[config.mk]
export PLATFORM = sky130hd
export DESIGN_NAME = fnd_seg_decoder
export DESIGN_NICKNAME = d
export VERILOG_FILES = /design/src/rtl/fnd_seg_decoder.sv
export SDC_FILE = /design/constraint.sdc
export NUM_CORES = 1
export LEC_CHECK = 0
export CAP_MARGIN = 20
export CORE_MARGIN = 4
export CORE_UTILIZATION = 45
export CTS_BUF_LIST = sky130_fd_sc_hd__clkbuf_2
export DETAILED_ROUTE_END_ITERATION = 10
export PLACE_DENSITY = 0.76
export SETUP_SLACK_MARGIN = 0.15
export SYNTH_ARGS = -nofsm -noshare
export SYNTH_HDL_FRONTEND = slang
export SYNTH_SLANG_ARGS = --single-unit
[constraint.sdc]
create_clock -name clk -period 3.25 [get_ports clk]
set_input_delay 0.65 -clock clk [delete_from_list [all_inputs] [get_ports clk]]
set_output_delay 0.65 -clock clk [all_outputs]
set_load 0.05 [all_outputs]
[src/rtl/fnd_seg_decoder.sv]
// fnd_seg_decoder: receive-side seven-segment decoder for a two-digit FND pair.
// Samples {seg1,seg0} every clock and waits until the pair has held for
// STABLE_CYCLES clocks. It then decodes the pair to BCD and binary, pulses
// out_valid for one cycle, and holds the result until the next report.
//
// Ports
//   clk        in   1  system clock, rising edge
//   rst_n      in   1  asynchronous active-low reset
//   seg1       in   8  tens-digit segments {dp,g,f,e,d,c,b,a}, active-high
//   seg0       in   8  ones-digit segments, same encoding
//   out_valid  out  1  one-cycle pulse when a new stable pair is decoded
//   out_err    out  1  last reported pair contained an illegal pattern
//   tens       out  4  decoded tens digit (4'hF on error)
//   ones       out  4  decoded ones digit (4'hF on error)
//   bin        out  7  tens*10 + ones (7'h7F on error)
//   stable     out  1  high while the reported pair is still on the inputs
module fnd_seg_decoder #(
  parameter int unsigned STABLE_CYCLES = 4
) (
  input  logic       clk,
  input  logic       rst_n,
  input  logic [7:0] seg1,
  input  logic [7:0] seg0,
  output logic       out_valid,
  output logic       out_err,
  output logic [3:0] tens,
  output logic [3:0] ones,
  output logic [6:0] bin,
  output logic       stable
);

  localparam int unsigned CNT_W = $clog2(STABLE_CYCLES + 1);
  localparam logic [CNT_W-1:0] CNT_LAST = CNT_W'(STABLE_CYCLES - 1);
  localparam logic [CNT_W-1:0] CNT_FULL = CNT_W'(STABLE_CYCLES);

  typedef enum logic {
    ST_SETTLE = 1'b0,
    ST_HOLD   = 1'b1
  } state_e;

  state_e           state_q;
  logic [15:0]      samp_q;
  logic [15:0]      samp_d;
  logic [CNT_W-1:0] cnt_q;
  logic             primed_q;
  logic             out_valid_q;
  logic             out_err_q;
  logic [3:0]       tens_q;
  logic [3:0]       ones_q;
  logic             stable_q;

  logic             chg_c;
  logic [4:0]       dec_tens_c;
  logic [4:0]       dec_ones_c;
  logic             dec_err_c;
  logic [6:0]       tens7_c;
  logic [6:0]       sum_c;

  // Segment code (dp already dropped) to {illegal, digit}.
  // blank_ok lets an all-off pattern decode as 0 (used for a blank tens digit).
  function automatic logic [4:0] dec_digit(input logic [6:0] code, input logic blank_ok);
    logic [4:0] r;
    r = 5'h1F;
    case (code)
      7'h3F: r = 5'h00;
      7'h06: r = 5'h01;
      7'h5B: r = 5'h02;
      7'h4F: r = 5'h03;
      7'h66: r = 5'h04;
      7'h6D: r = 5'h05;
      7'h7D: r = 5'h06;
      7'h07: r = 5'h07;
      7'h7F: r = 5'h08;
      7'h6F: r = 5'h09;
      7'h00: r = blank_ok ? 5'h00 : 5'h1F;
      default: r = 5'h1F;
    endcase
    return r;
  endfunction

  // Change detect and decode of the registered sample (equal to the input on an emitting edge).
  always_comb begin
    samp_d     = {seg1, seg0};
    // The first edge after reset always counts as a change, so the pair present at release is reported.
    chg_c      = !primed_q || (samp_d != samp_q);
    dec_tens_c = dec_digit(samp_q[14:8], 1'b1);
    dec_ones_c = dec_digit(samp_q[6:0], 1'b0);
    dec_err_c  = dec_tens_c[4] | dec_ones_c[4];
  end

  // Settle/hold controller with registered result outputs.
  always_ff @(posedge clk or negedge rst_n) begin
    if (!rst_n) begin
      state_q     <= ST_SETTLE;
      samp_q      <= '0;
      cnt_q       <= '0;
      primed_q    <= 1'b0;
      out_valid_q <= 1'b0;
      out_err_q   <= 1'b0;
      tens_q      <= '0;
      ones_q      <= '0;
      stable_q    <= 1'b0;
    end else begin
      samp_q      <= samp_d;
      primed_q    <= 1'b1;
      out_valid_q <= 1'b0;
      case (state_q)
        ST_SETTLE: begin
          if (chg_c) begin
            cnt_q <= '0;
          end else if (cnt_q == CNT_LAST) begin
            // Counter is parked at its full value while holding so it cannot wrap.
            cnt_q       <= CNT_FULL;
            state_q     <= ST_HOLD;
            out_valid_q <= 1'b1;
            stable_q    <= 1'b1;
            out_err_q   <= dec_err_c;
            tens_q      <= dec_err_c ? 4'hF : dec_tens_c[3:0];
            ones_q      <= dec_err_c ? 4'hF : dec_ones_c[3:0];
          end else begin
            cnt_q <= cnt_q + CNT_W'(1);
          end
        end
        ST_HOLD: begin
          if (chg_c) begin
            state_q  <= ST_SETTLE;
            cnt_q    <= '0;
            stable_q <= 1'b0;
          end
        end
        default: begin
          state_q <= ST_SETTLE;
          cnt_q   <= '0;
        end
      endcase
    end
  end

  // Binary value from the registered digits: tens*8 + tens*2 + ones.
  always_comb begin
    tens7_c = 7'(tens_q);
    sum_c   = (tens7_c << 3) + (tens7_c << 1) + 7'(ones_q);
  end

  assign out_valid = out_valid_q;
  assign out_err   = out_err_q;
  assign tens      = tens_q;
  assign ones      = ones_q;
  assign bin       = out_err_q ? 7'h7F : sum_c;
  assign stable    = stable_q;

endmodule

==> results.ini <==
[timing]
finalCritPeriodShare=0.941
slew_violations=0
hold_viol=0
rsz0062_at_grt=true
fmaxAchievable_mhz=327
fin_skew_ns=0.0211
setup_viol=0
worst_pin_slew_ns=0.632
tns_ns=0
relSlewSlack=0.575
finalCriticalPeriod_ns=3.06
whs_ns=0.535

[setup_path]
start_kind=flop
cp_common_cell=inv_2
crit_chain=inv_2 -> fa_2 -> inv_2 -> ha_4 -> a21o_1 -> a21oi_2 -> xor2_1 -> nand2_1 -> buf_12
crit_buf_inv=3
r2r_slack_ns=0.97
crit_path_end_kind=output port
arrival_ns=2.41
max_stage_delay_ns=0.61
crit_fanout=2
crit_slowest_cell=fa_2
criticalPathCategory=reg -> out
crit_family=adder cells
cp.required_ns=2.60

[finish]
insertedDiodeCount=0
drive_gt1_frac=0.179
multi_input_area_um2=1010
nFillCells=341
syn_to_final_growth_pct=26.4
nNetsFinal=263
seq_area_um2=802

[job]
maxCapViolCount=0

[power]
power.density_nw_per_um2=284
p_total_mw=0.681
seqPwrFrac=0.628
p_leak_nw=1.02
internal_power_mw=0.502
combPwrFrac=0.111
power_switching_mw=0.179
ir_drop_v=0.000233
switching_share=0.263
clockPowerShare=0.260

[synthesis]
yosys_register_bits=32
synth-simple-area-share=0.258
synth_compound_area_frac=0.102
syn_inst=193
synth_nets=222
ys.flop_type=dfrtp_1
synth.mux.area_fraction=0.00528
syn_area_per_cell_um2=9.82
yosysWarnings=0
synth_xor_area_frac=0.0693
synth_fa_ha_area_frac=0.0805
seq_area_frac_synth=0.422
netlist-cell-type-count=43
synthArstFlopShare=1.00
synth_edf_count=0
syn_area_um2=1900
synth_top_family_by_area=simple AND/OR/NAND/NOR gates

[global_route]
grt_pass1_wl_mm=6.86
antenna_found_initial=0
grt_overflow=0
grt_usage=0.168
grt_max_degree=33
grt_pass1_vias=1517

[clock_network]
h-tree-depth=2
clk_pin_slew_ns=0.16
cts_root_buf=clkbuf_2
cts-buffers-inserted=5
hold_buffers=0
clock-sinks=32
clk_path_buf_depth=2
tritoncts=built
clkLatencyLatePin_ns=0.36

[floorplanning]
io_pins=36
die_y_um=72.9
start_util=0.470
die_w_um=72.9
rows=23
die-area_um2=5310
fp.coreArea_um2=4030

[drt]
drt_iter0_drc=66
drc=0
routed_wl_mm=3.88
dr_total_vias=1502
dr.pass1.iters=4
postRouteAntennaNets=0
viasPerCell=5.29
wire_per_inst_um=13.7

[placement]
io_buffers=35
dp_hpwl_mm=2.99
gp_congestion=0.897

[status]
status=finished, final reports clean

[worst_hold_path]
min_path_type=reg -> reg

[logic make-up (layout without fill, tap and decap cells)]
| family | Yosys count | in the layout |
|---|---|---|
| buf+inv | 26 | 67 |
| simple gates | 78 | 78 |
| mux | 1 | 1 |
| other cells | 1 | 1 |
| xor+xnor | 15 | 15 |
| flops | 32 | 32 |
| fa+ha+maj | 11 | 11 |
| compound gates | 29 | 29 |
[power groups by stage]
stage | Sequential [mW] | Combinational (mW) | Clock (mW)
final | 0.428 | 0.0756 | 0.177
after global routing | 0.431 | 0.0855 | 0.199
after CTS | 0.428 | 0.0766 | 0.184
after detailed placement | 0.435 | 0.0766 | 0
after global placement | 0.435 | 0.0756 | 0
after floorplan | 0.425 | 0.0475 | 0
[path summary, 6_finish.rpt]
| path | cells past startpoint | endpoint | from |
|---|---|---|---|
| max in group asynchronous | 2 | samp_q[5] | rst_n |
| hold / removal | 2 | cnt_q[2] | cnt_q[2] |
| hold reg to reg | 2 | cnt_q[2] | cnt_q[2] |
| min in group asynchronous | 2 | samp_q[14] | rst_n |
| setup / recovery | 9 | bin[5] | tens[0] |
| setup reg to reg | 7 | ones[0] | cnt_q[0] |
[worst register-to-register path: stages, from the launching register on]
cell and delay (ns):
dfrtp_1 0.40, ha_1 0.16, ha_1 0.21, nor2b_1 0.25, nor4b_1 0.31, and4bb_2 0.28
nor4b_4 0.42, a2bb2oi_1 0.12
[what timing repair did]
action                                  CTS  global route
setup buffers                             4             2
pin swaps                                 6             3
gates resized for setup                   8             3
endpoints found under the setup margin    2             3
[cells in the mapped netlist (2+ instances only)]
cell,n,share of area
a21o_1,2,0.0079
dfrtp_1,32,0.42
nand3_1,8,0.021
nor3b_1,3,0.012
a21oi_1,13,0.034
or4b_1,2,0.011
nor3_1,4,0.011
clkbuf_1,5,0.0099
and4bb_2,2,0.013
nor2_1,16,0.032
a211oi_1,2,0.0079
buf_6,2,0.012
nand4_1,2,0.0066
nand3b_1,4,0.016
xnor2_1,9,0.042
o2111ai_1,2,0.0092
nand2b_1,7,0.023
nand2_1,7,0.014
nor4_2,2,0.013
or3_1,3,0.0099
nor2b_1,2,0.0066
ha_1,9,0.059
fa_1,2,0.021
nor4_1,4,0.013
inv_1,18,0.036
xor2_1,6,0.028
a2bb2oi_1,5,0.023
or2_2,5,0.017
[final cells by class]
class / instances / share of cell area
multi-input cells: 135 / 0.421
inverters: 18 / 0.0282
well taps: 50 / 0.0261
clock buffers: 6 / 0.0125
clock inverters: 1 / 0.00209
flip-flops and latches: 32 / 0.335
repair buffers: 42 / 0.175
[per-layer routing]
layer  GRT usage  wire, µm  up-vias
met5           0         0        -
met4      0.0758       110        0
met3      0.0358       222       10
met2       0.274      1920       45
met1       0.213      1630      698
li1            -         -      749
[metrics by stage]
| step | std cells | utilization | instance area (µm²) | setup WS [ns] |
|---|---|---|---|---|
| 2_1_floorplan | 193 | - | 1900 | 0.169 |
| 3_3_place_gp | 271 | 0.568 | 2290 | 0.521 |
| 3_5_place_dp | 271 | 0.568 | 2290 | 0.428 |
| 4_1_cts | 282 | 0.590 | 2380 | 0.152 |
| 5_1_grt | 284 | 0.595 | 2400 | 0.0787 |
| 6_report | 284 | 0.595 | 2400 | 0.191 |
[placed cells by master, fill, tap and decap left out, drive strengths merged, types with 6 or more instances in the layout]
master / n
xnor2: 9
clkdlybuf4s50: 30
xor2: 6
dfrtp: 32
ha: 9
nand2: 7
buf: 11
inv: 18
a21oi: 13
nand3: 8
clkbuf: 6
nor2: 16
nor4: 6
nand2b: 7
[state kept, by name (all words and copies together) (netlist names)]
name,cells
primed_q,1
stable,1
state_q,1
out_valid,1
out_err,1
ones,4
tens,4
samp_q,16
cnt_q,3
Power figures use the tool's default switching activity.
